==> config.mk <==
export PLATFORM = sky130hd
export DESIGN_NAME = piece_sequencer
export DESIGN_NICKNAME = d
export VERILOG_FILES = /design/src/rtl/tetris_pkg.sv /design/src/rtl/piece_sequencer_gravity_timer.sv /design/src/rtl/piece_sequencer.sv
export SDC_FILE = /design/constraint.sdc
export NUM_CORES = 1
export LEC_CHECK = 0
export ABC_AREA = 1
export ABC_CLOCK_PERIOD_IN_PS = 5850
export CAP_MARGIN = 0
export CORE_UTILIZATION = 55
export CTS_BUF_LIST = sky130_fd_sc_hd__clkbuf_8
export DETAILED_ROUTE_END_ITERATION = 8
export GPL_TIMING_DRIVEN = 0
export HOLD_SLACK_MARGIN = 0.02
export PLACE_DENSITY = 0.9
export REMOVE_ABC_BUFFERS = 1
export SKIP_LAST_GASP = 1
export SYNTH_ARGS = -nofsm -noshare
export SYNTH_HDL_FRONTEND = slang
export SYNTH_SLANG_ARGS = --single-unit
==> constraint.sdc <==
create_clock -name iVGA_CLK -period 5.85 [get_ports iVGA_CLK]
set_input_delay 1.17 -clock iVGA_CLK [delete_from_list [all_inputs] [get_ports iVGA_CLK]]
set_output_delay 1.17 -clock iVGA_CLK [all_outputs]
set_load 0.005 [all_outputs]
==> src/rtl/tetris_pkg.sv <==
// Shared game-flow types and constants for the piece sequencer.
// Holds the FSM state enum, PS/2 scan codes, move step and grid size.
package tetris_pkg;

    typedef enum logic [2:0] {
        ST_FALL,
        ST_LOCK,
        ST_SCAN,
        ST_SETTLE,
        ST_DONE,
        ST_SPAWN,
        ST_GAME_OVER
    } state_t;

    localparam logic [7:0] KEY_UP    = 8'h75;
    localparam logic [7:0] KEY_DOWN  = 8'h72;
    localparam logic [7:0] KEY_LEFT  = 8'h6b;
    localparam logic [7:0] KEY_RIGHT = 8'h74;

    localparam int SIZE      = 16;
    localparam int GRID_ROWS = 30;
    localparam int NUM_TYPES = 11;

    // Line count reported to scoring saturates at 7 (3-bit field).
    function automatic logic [2:0] sat_inc(input logic [2:0] v);
        return (v == 3'd7) ? v : v + 3'd1;
    endfunction

endpackage

==> src/rtl/piece_sequencer_gravity_timer.sv <==
// Gravity tick generator: counts enabled clocks, pulses tick every TICK_PERIOD.
// Ports: iVGA_CLK, rst (sync high), en (count), clr (zero counter), tick (pulse).
module gravity_timer #(
    parameter int TICK_PERIOD = 10000000
) (
    input  logic iVGA_CLK,
    input  logic rst,
    input  logic en,
    input  logic clr,
    output logic tick
);

    localparam int W = (TICK_PERIOD > 1) ? $clog2(TICK_PERIOD) : 1;
    localparam logic [W-1:0] LAST = W'(TICK_PERIOD - 1);

    logic [W-1:0] cnt;

    assign tick = en && (cnt == LAST);

    always_ff @(posedge iVGA_CLK) begin
        if (rst || clr) begin
            cnt <= '0;
        end else if (en) begin
            cnt <= tick ? '0 : cnt + 1'b1;
        end
    end

endmodule

==> src/rtl/piece_sequencer.sv <==
// Falling-piece game-flow controller: one move per cycle, then lock/scan/score/spawn.
// Ports: iVGA_CLK, rst, key/rotate/LFSR/collision inputs; ref/type, pulses, score, game_over out.
module piece_sequencer
    import tetris_pkg::*;
#(
    parameter int SIZE_P      = SIZE,
    parameter int SPAWN_X     = 320,
    parameter int SPAWN_Y     = 0,
    parameter int TICK_PERIOD = 10000000,
    parameter int ROWS        = GRID_ROWS,
    parameter int N_TYPES     = NUM_TYPES
) (
    input  logic       iVGA_CLK,
    input  logic       rst,
    input  logic [7:0] key_in,
    input  logic       key_en,
    input  logic       rot_req,
    input  logic [3:0] rot_type,
    input  logic [12:0] rand_in,
    input  logic       stop_down,
    input  logic       stop_left,
    input  logic       stop_right,
    input  logic       stop_rotate,
    input  logic       row_full,
    output logic [9:0] ref_x,
    output logic [9:0] ref_y,
    output logic [3:0] block_type,
    output logic       rotate,
    output logic       lock,
    output logic [4:0] scan_row,
    output logic       shift_row,
    output logic [2:0] add_points,
    output logic       points_valid,
    output logic       game_over
);

    localparam logic [9:0] STEP = 10'(SIZE_P);
    localparam logic [9:0] SX   = 10'(SPAWN_X);
    localparam logic [9:0] SY   = 10'(SPAWN_Y);

    state_t     state, state_n;
    logic [9:0] x_n, y_n;
    logic [3:0] type_n;
    logic       rot_n;
    logic [4:0] scan_n;
    logic [2:0] lines, lines_n;
    logic       kv, kv_n;
    logic [7:0] kbuf, kbuf_n;
    logic       tick;

    gravity_timer #(
        .TICK_PERIOD(TICK_PERIOD)
    ) u_timer (
        .iVGA_CLK(iVGA_CLK),
        .rst     (rst),
        .en      (state == ST_FALL),
        .clr     (state == ST_SPAWN),
        .tick    (tick)
    );

    always_comb begin
        state_n = state;
        x_n     = ref_x;
        y_n     = ref_y;
        type_n  = block_type;
        rot_n   = 1'b0;
        scan_n  = scan_row;
        lines_n = lines;
        kv_n    = kv;
        kbuf_n  = kbuf;

        unique case (state)
            ST_FALL: begin
                if (tick) begin
                    if (stop_down) state_n = ST_LOCK;
                    else           y_n = ref_y + STEP;
                end else if (kv) begin
                    // A buffered key is consumed even when the move is blocked.
                    kv_n = 1'b0;
                    case (kbuf)
                        KEY_DOWN:  if (!stop_down)  y_n = ref_y + STEP;
                        KEY_LEFT:  if (!stop_left)  x_n = ref_x - STEP;
                        KEY_RIGHT: if (!stop_right) x_n = ref_x + STEP;
                        KEY_UP:    rot_n = 1'b1;
                        default:   ;
                    endcase
                end else if (rot_req && !stop_rotate) begin
                    type_n = rot_type;
                end
            end
            ST_LOCK: begin
                if (ref_y == SY) begin
                    state_n = ST_GAME_OVER;
                end else begin
                    scan_n  = 5'(ROWS - 1);
                    lines_n = '0;
                    state_n = ST_SCAN;
                end
            end
            ST_SCAN: begin
                if (row_full) begin
                    lines_n = sat_inc(lines);
                    state_n = ST_SETTLE;
                end else if (scan_row == '0) begin
                    state_n = ST_DONE;
                end else begin
                    scan_n = scan_row - 5'd1;
                end
            end
            // Grid is still shifting; row_full is stale for this cycle.
            ST_SETTLE: state_n = ST_SCAN;
            ST_DONE:   state_n = ST_SPAWN;
            ST_SPAWN: begin
                x_n     = SX;
                y_n     = SY;
                type_n  = 4'(rand_in % 13'(N_TYPES));
                kv_n    = 1'b0;
                state_n = ST_FALL;
            end
            ST_GAME_OVER: ;
            default: state_n = ST_FALL;
        endcase

        // Latest code wins, including over a same-cycle serve or spawn clear.
        if (key_en && state != ST_GAME_OVER) begin
            kv_n   = 1'b1;
            kbuf_n = key_in;
        end
    end

    always_ff @(posedge iVGA_CLK) begin
        if (rst) begin
            state      <= ST_FALL;
            ref_x      <= SX;
            ref_y      <= SY;
            block_type <= '0;
            rotate     <= 1'b0;
            scan_row   <= '0;
            lines      <= '0;
            kv         <= 1'b0;
            kbuf       <= '0;
        end else begin
            state      <= state_n;
            ref_x      <= x_n;
            ref_y      <= y_n;
            block_type <= type_n;
            rotate     <= rot_n;
            scan_row   <= scan_n;
            lines      <= lines_n;
            kv         <= kv_n;
            kbuf       <= kbuf_n;
        end
    end

    assign lock         = (state == ST_LOCK);
    assign shift_row    = (state == ST_SCAN) && row_full;
    assign points_valid = (state == ST_DONE) && (lines != '0);
    assign add_points   = points_valid ? lines : 3'd0;
    assign game_over    = (state == ST_GAME_OVER);

endmodule

# Word-level counts from Yosys, hierarchy flattened
# Index checks and enable logic that the tools add are counted.
# word_totals
register_bits	69
inputBits	34
output_inout_bits	37
# classes
n_addsub	6
n_div	1
eq_ne	31
mux	35
n_bitwise	3
reduce_logical	22
# op_table
cell	n
10-bit two-way mux	8
10-bit case mux with 2 select lines	3
8-bit by 7-bit == test with 1-bit output, second input constant	4
3-bit two-way mux	9
24-bit by 1-bit adder with 24-bit output, second input constant	1
24-bit == test, second input constant	1
24-bit two-way mux	1
3-bit != test, second input constant	8
2-bit != test, second input constant	11
10-bit by 5-bit adder with 10-bit output, second input constant	2
3-bit case mux with 6 select lines	1
4-bit AND reduction	4
5-bit two-way mux	3
13-bit by 4-bit modulo with 13-bit output, second input constant	1
3-bit == test, second input constant	4
4-bit two-way mux	3
10-bit logical NOT	1
5-bit case mux with 2 select lines	1
10-bit by 5-bit subtractor with 10-bit output, second input constant	1
4-bit case mux with 2 select lines	1
3-bit by 2-bit == test with 1-bit output, second input constant	2
3-bit case mux with 2 select lines	1
6-bit AND reduction	1
3-bit nonzero test	2
15 further kinds	24

# Depth between registers and ports, before layout
# Gate-level depths: netlist (run 1).
# depth
depth_word	6
depth_mapped	56
ltp_nobuf	56

# Modules after synthesis
# From an unflattened synthesis (run 1), not the netlist that was laid out.
# hier_totals
cells_unflattened	775
area_unflattened_um2	4862.2
# modules_own_cells
mod	instances	cells_each	area_per_inst_um2
piece_sequencer	1	529	3367.0
gravity_timer	1	246	1495.2

# Worst setup path before layout (run 1)
# No wires, ideal clock.
# synth_path
kind	input -> register
startpoint	in rand_in[6]
endpoint	reg block_type[2]
setup_ps	132
t_arrival_ps	5210
required_ps	5718
setup_slack_ps	507
path_stages	48
cell_sequence	nor2_1 > and3_1 > nand2_2 > nand3_2 > nand2_1 > nand2_2 > nand2_2 > nand2_4 > nand2_2 > nand2_1 > nand3_2 > nand2_4 > nand2_4 > nand3_2 > nand2_4 > nor2_4 > nor2_8 > nand2_2 > (+12 left out) > nand2_2 > nand2_2 > inv_2 > nand2_4 > nand2_4 > nand2_2 > nand2_1 > nand2_1 > inv_1 > ha_1 > nor2_4 > nand2_2 > nand2_4 > nand2_4 > nand2_1 > nand3_1 > nand2_1 > a21oi_1
# synth_via
elab_chain_len	2
# synth_rtl
element	line_no	rtl
from (decl)	piece_sequencer.sv:19	input logic [12:0] rand_in,
13-bit by 4-bit modulo with 13-bit output	piece_sequencer.sv:116	type_n = 4'(rand_in % 13'(N_TYPES));
4-bit case mux with 2 select lines	piece_sequencer.sv:72	unique case (state)
to (signal assigned)	piece_sequencer.sv:146	block_type <= type_n;
to (decl)	piece_sequencer.sv:27	output logic [3:0] block_type,
# No other way between the ends.
# A chain may end at the register's enable or synchronous reset.

# Worst setup path in the final report (run 1)
# Ends and elaborated chain as after synthesis.

==> out/results.txt, run 1 <==
delay-heaviest family, CP = simple AND/OR/NAND/NOR gates
antenna cells = 0
clock-pin transition on the worst setup and hold timing paths = 70 ps
Worst EP arrival = 6140 ps
Mapped Avg Cell Area = 6.66 um2
Most common cell on crit path = nand2_4
Clock Skew = 10.7 ps
LEAKAGE = 0.00253 uW
share of post-route cells with drive strength above 1 = 22.3%
ys async rst share = 0%
hold-critical path endpoint = block_type[0]
number of max-cap violations = 0
routed via count = 4,920
final setup violation count = 3
synthesized flop and latch total = 61
worst vdd ir = 1.06 mV
Finished Layout Cells = 864
Startpoint Class = primary input
DR iter-0 viols = 306
htree depth = 3
setup TNS = -167 ps
Final Slew Violations = 0
Yosys cell types = 47
CP Max Fanout = 6
vias in the first global route = 4,228
clk root buf = clkbuf_8
Starting Density = 57.3%
Core Footprint = 7810 um2
worst path bufs/invs = 6
worst relative slew slack = 45.6%
fmax = 169 MHz
Crit Path Class = primary input to flip-flop
Final Cycle Share = 101%
critical path depth in cells = 46
Die ar. = 8500 um2
post-synthesis sequential area ratio = 27.3%
# port buffers = 62
Critical Path RT = 6050 ps
Post-synth EDFFs = 0
delay of the slowest cell on the worst path = 300 ps
clock latency on the worst-skew pair = 350 ps
Inst Count DP = 831
post-synthesis cell area = 4480 um2
unrepaired setup endpoints after global routing = yes
Final Hold Viols = 0
number of CTS-inserted buffers = 9
Global Route Usage Sum = 25.3%
commonest non-fill, non-tap cell in the layout = inv_1
Primary FF master, synth = dfxtp_1
Area growth, synth to finish = 30.1%
Routed wire per std cell = 14.7 um
Placement Setup Slack = -785 ps
clock buffer depth = 2
die height = 92.2 um
Crit Reg-Reg Endpoint = u_timer.cnt[22]
hold crit path type = flip-flop to flip-flop
initial antenna violation count = 0
Post-Synthesis Cells = 672
fin crit period = 5930 ps
total gr overflow = 0
worst reg2reg path depth = 21
drt via density = 5.69
drt drc = 0
Chip Width = 92.2 um
layout net count = 806
crit end category = flip-flop
Final Wtd Congestion = 0.849
status = finished with violations
first-pass GRT wire length = 17,600 um
hpwl dp = 8110 um
largest net degree at the start of global routing = 21
Yosys warnings = 0
count of boundary I/O pins = 71
antenna viol nets, final = 0
Worst Hold Depth = 2
reg-to-reg setup timing slack = 1900 ps
measured slew at the worst slew-check pin = 814 ps
most frequent cells in the layout = 99 x inv_1, 87 x nand2_1, 61 x dfxtp_1
CTS tree = yes
Detailed Route WL = 12,700 um
Critical-path top delay cell = xnor2_4
hold buffers post-CTS = 0
DR pass1 iterations = 6
pwr dens = 686 nW/um2
hold_sp = block_type[0]
r2r startpoint = state[0]
row count = 32
failing checks = negative setup slack
clk sinks = 61
PnR worst setup slack = -82.3 ps
[per-layer routing]
| layer | share of wire (%) | global-route usage [%] | wire (um) | vias up |
|---|---|---|---|---|
| met5 | 0 | 0 | 0 | - |
| li1 | - | - | - | 2374 |
| met3 | 6.0 | 5.97 | 761 | 60 |
| met4 | 4.0 | 8.07 | 512 | 0 |
| met2 | 52 | 46.5 | 6550 | 213 |
| met1 | 38 | 28.7 | 4880 | 2273 |
[worst min-delay path: cells and delay by family, from the launching register on]
| kind | cells | cell delay (ps) |
|---|---|---|
| AO/OA/AOI/OAI | 1 | 60 |
| flip-flops | 1 | 320 |
| AND/OR/NAND/NOR | 1 | 60 |
[final cells by class]
type                            instances  area [um2]
Sequential cell                        61        1220
Timing Repair Buffer                   79         729
Fill cell                             553        1980
Clock buffer                           11         151
Inverter                              119         449
Clock inverter                          5        25.0
Tap cell                              102         128
Multi-Input combinational cell        487        3120
[logic make-up after synthesis]
kind of cell	after synthesis	share of synthesized area [%]
AO/OA/AOI/OAI	123	15.7
XOR/XNOR	12	2.94
adder cells (fa/ha/maj)	15	4.36
buffers and inverters	131	11.7
flip-flops	61	27.3
other	1	0.0838
AND/OR/NAND/NOR	329	38.0
[metrics by stage]
stage	hold slack, ps	instance area (um2)	util, %	power, uW
after floorplan	431	4430	-	2290
after global placement	443	5170	66.3	2470
after detailed placement	449	5170	66.3	2590
after CTS	459	5400	69.1	2960
after global routing	489	5820	74.6	4160
final	476	5820	74.6	3990
[cell usage after synthesis (3+ instances only)]
cell | count | share of area (%)
ha_1 | 14 | 3.9
dfxtp_1 | 61 | 27
o21ai_2 | 3 | 0.59
o21ai_0 | 39 | 4.4
a21oi_1 | 49 | 5.5
xor2_1 | 6 | 1.2
a31oi_1 | 7 | 0.98
nand2_1 | 108 | 9.1
nor3b_1 | 3 | 0.50
xnor2_1 | 4 | 0.78
nand2_4 | 14 | 3.5
o21a_1 | 5 | 0.84
nor4_1 | 9 | 1.3
nand3_1 | 47 | 5.3
clkbuf_1 | 4 | 0.34
nand4_1 | 21 | 2.9
inv_1 | 105 | 8.8
a211oi_1 | 5 | 0.84
inv_2 | 14 | 1.2
nor2_4 | 4 | 1.0
o21ai_1 | 5 | 0.56
nand3_2 | 7 | 1.6
and3_1 | 3 | 0.42
nor2_1 | 54 | 4.5
nor3_1 | 25 | 2.8
nand2_2 | 26 | 3.6
buf_4 | 8 | 1.3
[timing repair]
| action | CTS | global route |
|---|---|---|
| endpoints found under the setup margin | 4 | 4 |
| resized for setup | 23 | 102 |
| buffers inserted | 1 | 16 |
| pin swaps | 7 | 53 |
| gates cloned | 0 | 0 |
[sequential cells by signal (all words and copies together) (netlist names)]
register	count
ref_y	6
kbuf	8
block_type	4
kv	1
lines	3
ref_x	6
scan_row	5
state	3
u_timer.cnt	24
rotate	1
[where the power goes]
group	total [uW]	internal, uW	switching, uW	leakage (uW)
combinational	3230	1210	2020	0.00194
sequential	429	423	6.06	0.000495
clock	335	173	162	0.0000986
[how the worst max path moves through the flow]
stage	start	end	slack [ps]
floorplan	rand_in[6]	block_type[2]	520
global placement	rand_in[12]	block_type[2]	-460
detailed placement	rand_in[12]	block_type[2]	-780
CTS	rand_in[12]	block_type[2]	8
global route	rand_in[6]	block_type[2]	-310
finish	rand_in[6]	block_type[2]	-80
(Power assumes the default switching activity.)
==> inputs of run 2 (changes only) <==
--- a/config.mk
+++ b/config.mk
@@ -19,3 +19,4 @@
 export SYNTH_ARGS = -nofsm -noshare
 export SYNTH_HDL_FRONTEND = slang
 export SYNTH_SLANG_ARGS = --single-unit
+export TNS_END_PERCENT = 1
==> run 2 against run 1 <==
Compared with the run above: the run still ends with negative setup slack left; final area stayed put; clock power about the same; die area is the same; critical path depth is the same; hold slack stayed put; register-to-register slack about the same; global-route usage stayed put; worst setup slack is the same; via count is the same; count of clock-buffer cells in the layout is the same.
==> out/results.txt, run 2 (same netlist as run 1, synthesis figures left out) <==
LEAKAGE = 0.00253 uW
CTS tree = yes
die height = 92.2 um
critical path depth in cells = 46
DR iter-0 viols = 306
layout net count = 806
worst path bufs/invs = 6
largest net degree at the start of global routing = 21
total gr overflow = 0
clock share of power = 8.4%
Final Cycle Share = 101%
PnR worst setup slack = -82.3 ps
status = finished with violations
row count = 32
measured slew at the worst slew-check pin = 814 ps
final instance area = 5820 um2
commonest non-fill, non-tap cell in the layout = inv_1
CP Max Fanout = 6
reg-to-reg setup timing slack = 1900 ps
Combinational Power Share = 80.9%
NetSw = 2190 uW
Routed wire per std cell = 14.7 um
r2r startpoint = state[0]
Largest register FFs = 24
fmax = 169 MHz
first-pass GRT wire length = 17,600 um
FILL cells = 553
number of max-cap violations = 0
Sw Ratio = 54.8%
Core Footprint = 7810 um2
number of CTS-inserted buffers = 9
share of post-route cells with drive strength above 1 = 22.3%
setup TNS = -167 ps
Chip Width = 92.2 um
Most common cell on crit path = nand2_4
Seq. cell area = 1220 um2
# port buffers = 62
pwr dens = 686 nW/um2
Detailed Route WL = 12,700 um
worst vdd ir = 1.06 mV
drt drc = 0
clock latency on the worst-skew pair = 350 ps
antenna viol nets, final = 0
Multi-input gate area = 3120 um2
vias in the first global route = 4,228
Die ar. = 8500 um2
Starting Density = 57.3%
Worst Hold Depth = 2
Critical-path top delay cell = xnor2_4
Worst EP arrival = 6140 ps
Placed Instance Area = 5170 um2
clk root buf = clkbuf_8
Crit Path Class = primary input to flip-flop
fin crit period = 5930 ps
Crit Reg-Reg Endpoint = u_timer.cnt[22]
Clock Skew = 10.7 ps
delay of the slowest cell on the worst path = 300 ps
most frequent cells in the layout = 99 x inv_1, 87 x nand2_1, 61 x dfxtp_1
DR pass1 iterations = 6
Global Route Usage Sum = 25.3%
antenna cells = 0
final setup violation count = 3
hpwl dp = 8110 um
Startpoint Class = primary input
Largest regs = u_timer.cnt (24), kbuf (8)
clock buffer depth = 2
Critical Path RT = 6050 ps
unrepaired setup endpoints after global routing = yes
crit end category = flip-flop
drt via density = 5.69
Final Wtd Congestion = 0.849
htree depth = 3
Most flops, register = u_timer.cnt
failing checks = negative setup slack
clock-pin transition on the worst setup and hold timing paths = 70 ps
hold buffers post-CTS = 0
hold crit path type = flip-flop to flip-flop
delay-heaviest family, CP = simple AND/OR/NAND/NOR gates
internal power = 1800 uW
Final Slew Violations = 0
crit path launch = rand_in[6]
Seq pwr share = 10.7%
Final Hold Viols = 0
count of boundary I/O pins = 71
Area growth, synth to finish = 30.1%
crit path to = block_type[2]
worst reg2reg path depth = 21
clk sinks = 61
routed via count = 4,920
initial antenna violation count = 0
worst relative slew slack = 45.6%
run 2: worst min-delay path by stage:
stage | start | slack (ps) | to
2_1_floorplan | kbuf[6] | 430 | kbuf[6]
3_3_place_gp | kbuf[6] | 440 | kbuf[6]
4_1_cts | kbuf[6] | 460 | kbuf[6]
6_report | block_type[0] | 480 | block_type[0]
5_1_grt | block_type[3] | 490 | block_type[3]
3_5_place_dp | kbuf[6] | 450 | kbuf[6]
run 2: final cells by class:
cell class | count | share of cell area, %
multi-input cells | 487 | 53.6
inverters | 119 | 7.71
repair buffers | 79 | 12.5
clock inverters | 5 | 0.430
flip-flops and latches | 61 | 21.0
well taps | 102 | 2.19
clock buffers | 11 | 2.60
run 2: metrics by stage:
step	utilization, %	setup WS, ps	instances	hold slack (ps)	power, uW
after floorplan	-	524	667	431	2290
after global placement	66.3	-456	831	443	2470
after detailed placement	66.3	-785	831	449	2590
after CTS	69.1	8.29	848	459	2960
after global routing	74.6	-313	864	489	4160
final	74.6	-82.3	864	476	3990
run 2: routing by layer:
layer  wire (um)  global-route usage [%]
met1        4880                    28.7
met2        6550                    46.5
met3         761                    5.97
met4         512                    8.07
met5           0                       0
run 2: worst min-delay path, cell delays in order (launching register included):
cell	delay [ps]
dfxtp_1	320
nand2_1	60
a21oi_1	60
run 2: timing repair:
| item | CTS | global route |
|---|---|---|
| setup buffers | 1 | 16 |
| endpoints found under the setup margin | 4 | 4 |
| cloned | 0 | 0 |
| resized for setup | 23 | 102 |
| pin swaps | 7 | 53 |
run 2: power groups by stage:
stage | sequential [uW] | combinational, uW | clock [uW]
6_report | 429 | 3230 | 335
5_1_grt | 429 | 3380 | 353
4_1_cts | 428 | 2200 | 338
3_5_place_dp | 437 | 2150 | 0
3_3_place_gp | 437 | 2040 | 0
2_1_floorplan | 436 | 1850 | 0
